--- src/rtl/grf_mp.sv ---
// rtl/grf_mp.sv - multi-port register file with dual write ports, write-through bypass and pending scoreboard
//
// Ports:
//   clk, reset           clock; asynchronous active-low reset clears registers, pending bits, pend_cnt
//   rd_addr / rd_data    NRD packed read ports, combinational with bypass from both write ports
//   rd_pend              per read port: registered pending bit of the addressed register
//   we0/wa0/wd0/pc0      write port 0 (WB stage)
//   we1/wa1/wd1/pc1      write port 1 (late writer, younger than port 0)
//   claim_en/claim_addr  mark a register pending at issue of a multi-cycle producer
//   pend_cnt             registered number of pending registers
module grf_mp #(
  parameter int DATA_W   = 32,
  parameter int ADDR_W   = 5,
  parameter int NRD      = 2,
  parameter int ZERO_REG = 1,
  parameter int TRACE    = 1
) (
  input  logic                  clk,
  input  logic                  reset,
  input  logic [NRD*ADDR_W-1:0] rd_addr,
  output logic [NRD*DATA_W-1:0] rd_data,
  output logic [NRD-1:0]        rd_pend,
  input  logic                  we0,
  input  logic [ADDR_W-1:0]     wa0,
  input  logic [DATA_W-1:0]     wd0,
  input  logic [31:0]           pc0,
  input  logic                  we1,
  input  logic [ADDR_W-1:0]     wa1,
  input  logic [DATA_W-1:0]     wd1,
  input  logic [31:0]           pc1,
  input  logic                  claim_en,
  input  logic [ADDR_W-1:0]     claim_addr,
  output logic [ADDR_W:0]       pend_cnt
);
  localparam int DEPTH = 2**ADDR_W;
  localparam int CW    = ADDR_W + 1;
  localparam bit ZR    = (ZERO_REG != 0);

  logic [DATA_W-1:0] regs [DEPTH];
  logic [DEPTH-1:0]  pend;
  logic [DEPTH-1:0]  pend_next;
  logic [CW-1:0]     cnt_next;
  logic              eff0;
  logic              eff1;
  logic              win0;
  logic              claim_eff;

  // Gating with reset keeps the bypass paths quiet while the array is held clear.
  assign eff0      = reset && we0 && !(ZR && wa0 == '0);
  assign eff1      = reset && we1 && !(ZR && wa1 == '0);
  // Port 1 is younger: on a same-address collision port 0 is dropped entirely.
  assign win0      = eff0 && !(eff1 && wa1 == wa0);
  assign claim_eff = claim_en && !(ZR && claim_addr == '0);

  // Claim is applied last so a same-cycle write cannot erase a younger producer's claim.
  always_comb begin
    pend_next = pend;
    if (eff0) pend_next[wa0] = 1'b0;
    if (eff1) pend_next[wa1] = 1'b0;
    if (claim_eff) pend_next[claim_addr] = 1'b1;
    cnt_next = '0;
    for (int i = 0; i < DEPTH; i++) cnt_next = cnt_next + CW'(pend_next[i]);
  end

  always_ff @(posedge clk or negedge reset) begin
    if (!reset) begin
      for (int i = 0; i < DEPTH; i++) regs[i] <= '0;
      pend     <= '0;
      pend_cnt <= '0;
    end else begin
      if (win0) regs[wa0] <= wd0;
      if (eff1) regs[wa1] <= wd1;
      pend     <= pend_next;
      pend_cnt <= cnt_next;
    end
  end

  for (genvar k = 0; k < NRD; k++) begin : g_rd
    logic [ADDR_W-1:0] a;
    assign a = rd_addr[k*ADDR_W +: ADDR_W];
    assign rd_data[k*DATA_W +: DATA_W] = (ZR && a == '0)      ? '0  :
                                         (eff1 && wa1 == a)   ? wd1 :
                                         (eff0 && wa0 == a)   ? wd0 :
                                                                regs[a];
    // Registered bit only; the hazard unit folds in the bypass itself.
    assign rd_pend[k] = pend[a];
  end

  logic unused_pc;
  assign unused_pc = ^{pc0, pc1};

  if (TRACE != 0) begin : g_trace
`ifndef SYNTHESIS
    always @(posedge clk) begin
      if (reset) begin
        if (win0) $display("%0t@%h: $%0d <= %h", $time, pc0, wa0, wd0);
        if (eff1) $display("%0t@%h: $%0d <= %h", $time, pc1, wa1, wd1);
      end
    end
`endif
  end

endmodule

--- config.mk ---
export PLATFORM = sky130hd
export DESIGN_NAME = grf_mp
export DESIGN_NICKNAME = d
export VERILOG_FILES = /design/src/rtl/grf_mp.sv
export SDC_FILE = /design/constraint.sdc
export NUM_CORES = 2
export LEC_CHECK = 0
export CAP_MARGIN = 0
export CORE_MARGIN = 5
export CORE_UTILIZATION = 35
export CTS_CLUSTER_SIZE = 14
export DETAILED_ROUTE_END_ITERATION = 8
export GPL_TIMING_DRIVEN = 1
export MAX_ROUTING_LAYER = met4
export PLACE_DENSITY = 0.47
export SYNTH_ARGS = -nofsm -noshare
export SYNTH_HDL_FRONTEND = slang
export SYNTH_SLANG_ARGS = --single-unit
--- constraint.sdc ---
create_clock -name clk -period 6.15 [get_ports clk]
set_clock_uncertainty 0.05 [all_clocks]
set_input_delay 0.9225 -clock clk [delete_from_list [all_inputs] [get_ports clk]]
set_output_delay 0.9225 -clock clk [all_outputs]
set_load 0.01 [all_outputs]
==> out/qor.txt <==
run status -> completed
Yosys top cell by area -> dfrtp_1
max-slew violation count -> 0
Finished Core Util -> 40.1%
Comb pwr share -> 33.7%
Async SR Flop Fraction -> 100%
gr usage total -> 32.4%
worst slack, placed -> -0.699 ns
largest family of logic cells by synthesized area -> multiplexers
placed insts -> 8937
Critical Path Fanout Max -> 6
post-synthesis register bit count -> 1062
Rows -> 163
root buf cell -> clkbuf_16
worst setup margin -> 0.189 ns
net count after synthesis -> 6733
share of layout cells above drive strength 1 -> 20.9%
H-tree depth -> 4
most common cell after layout, fill and taps aside -> dfrtp_1
Post-CTS Setup Inserts -> 0
Mapped Avg Cell Area -> 10.5 sq um
Seq pwr share -> 36.9%
post-synthesis adder-cell area fraction -> 0.823%
final hold vios -> 0
total gr overflow -> 0
WP data required -> 6.77 ns
P_sw -> 9.25 mW
Post-DP HPWL -> 202000 um
post-synthesis cell count -> 6544
# DRC -> 0
r2r startpoint -> pend[21]
Worst-path clk slew -> 0.06 ns
cell area power density -> 351 mW/mm^2
post-synth cell types -> 69
worst setup path class -> in -> reg
port buffer count -> 165
Final GP Congestion -> 0.902
post-route ant nets -> 0
r2r worst-path depth -> 18
clock share of power -> 29.3%
vias in the first global route -> 55300
clock latency on the worst-skew pair -> 0.79 ns
cts bufs inserted -> 135
Final nets -> 6623
die height -> 454 um
sw frac -> 33.5%
routed vias/inst -> 6.30
mux contribution to synthesized area -> 32.1%
die width -> 454 um
post-route minimum period -> 5.96 ns
register area share after synthesis -> 38.5%
Synth Area in Compound Gates -> 12.1%
most frequent cells in the layout -> dfrtp_1, mux2i_1, nor2_1, a21oi_1, mux4_2
final WL -> 331000 um
worst-margin pin slew -> 1.39 ns
ys flop type -> dfrtp_1
endpoint class of the critical path -> flip-flop
Internal -> 18.4 mW
IO Pins -> 230
Core Area -> 0.197 sq mm
initial DRC count -> 8003
Yosys top cell area share -> 38.5%
EDFF count, synth -> 0
unrepaired setup endpoints after global routing -> no
Clock Sink Count -> 1062
clk buf depth -> 3
final non-filler cell total -> 9194
Vias -> 58000
Hold Path Class -> in -> async
Die Area -> 0.206 sq mm
wire length per cell -> 36.0 um
Slew Limit Headroom -> 7.09%
Startpoint Class -> input port
max cap viols -> 0
initial antenna violation count -> 15
simple-gate portion of the synthesized area -> 9.76%
Mapped Area -> 0.0690 sq mm
CTS tree -> built
Tcrit/Tclk final -> 96.9%
synthesis-to-finish area growth -> 14.2%
top post-synthesis cells by area -> dfrtp_1, mux4_2, mux2i_1
fmax -> 0.168 GHz
reg2reg end -> pend_cnt[4]
Resize count post-CTS -> 0
YS warnings -> 0
WHS -> 0.223 ns
drt pass-1 iters -> 6
VDD IR max -> 0.00186 V
first-pass GRT wire length -> 459000 um
Crit path arrival time -> 6.58 ns
hold_buf cts -> 0
LEAKAGE -> 31.0 nW
Pwr Total -> 27.6 mW
Starting Density -> 35.1%
largest net degree at the start of global routing -> 153
# setup viols final -> 0
r2r setup slk -> 1.12 ns
Synth Area in XOR/XNOR -> 0.355%
## power by group through the flow
| stage | logic [mW] | registers [mW] | clock network (mW) |
|---|---|---|---|
| finish | 9.33 | 10.2 | 8.11 |
| global route | 10.3 | 10.4 | 8.46 |
| CTS | 9.36 | 10.1 | 8.22 |
| detailed placement | 9.32 | 10.2 | 0 |
| global placement | 9.31 | 10.2 | 0 |
| floorplan | 6.41 | 9.73 | 0 |
## flip-flops by register name (all words and copies together) (netlist names)
| signal | flops |
|---|---|
| regs | 1024 |
| pend | 32 |
| pend_cnt | 6 |
## cells in the mapped netlist (77+ instances only)
cell,instances
a21oi_1,785
o21ai_0,160
buf_6,77
mux2i_1,978
dfrtp_1,1062
nor2_1,830
nand3_1,153
clkbuf_1,552
nand2_1,402
o211ai_1,79
mux4_2,519
buf_2,108
## worst max-delay path, cell delays in order
cell,delay (ns)
clkdlybuf4s50_1,0.45
buf_12,0.17
buf_4,0.16
buf_4,0.14
nor3_1,0.13
buf_4,0.15
nand2_1,0.08
a32o_1,0.30
fa_1,0.57
fa_1,0.45
fa_1,0.50
fa_1,0.50
inv_1,0.05
fa_1,0.51
fa_1,0.41
inv_1,0.06
ha_1,0.18
inv_1,0.08
fa_2,0.38
inv_1,0.06
a21o_1,0.10
a21oi_1,0.07
xnor2_1,0.12
## per-layer routing
metal	global-route usage, %	wire, um
met3	6.77	33200
met1	44.2	136000
met4	14.0	17000
met5	-	0
met2	46.9	145000
## cell type report
type | instances | area, sq um
multi-input cells | 4565 | 38500
flip-flops and latches | 1062 | 26600
fillers | 18900 | 118000
clock inverters | 41 | 362
well taps | 2640 | 3300
clock buffers | 202 | 4000
inverters | 60 | 226
diodes | 14 | 35.0
repair buffers | 610 | 5800
## kinds of logic (layout without fill, tap and decap cells)
kind of cell | Yosys count | after routing
simple gates | 1587 | 1587
compound gates | 1359 | 1359
buf+inv | 917 | 913
flops | 1062 | 1062
mux | 1560 | 1560
xor+xnor | 28 | 28
fa+ha+maj | 31 | 31
other cells | 0 | 14
## worst max-delay path by stage
| stage | from | end | slack (ns) | cells past startpoint |
|---|---|---|---|---|
| final | wa0[3] | pend_cnt[4] | 0.19 | 23 |
| after global routing | wa1[0] | pend_cnt[4] | 0.002 | 24 |
| after CTS | wa0[3] | pend_cnt[4] | 0.11 | 22 |
| after detailed placement | wa0[3] | pend_cnt[4] | -0.70 | 22 |
| after global placement | wa0[3] | pend_cnt[4] | -0.75 | 22 |
| after floorplan | wa1[1] | pend_cnt[4] | 0.008 | 24 |
## through the flow
| stage | area [sq um] | setup TNS, ns |
|---|---|---|
| 2_1_floorplan | 69100 | 0 |
| 3_3_place_gp | 74400 | -3.24 |
| 3_5_place_dp | 74400 | -3.07 |
| 4_1_cts | 78800 | 0 |
| 5_1_grt | 78800 | 0 |
| 6_report | 78800 | 0 |
Note: power is estimated with default switching activity, not from simulation.
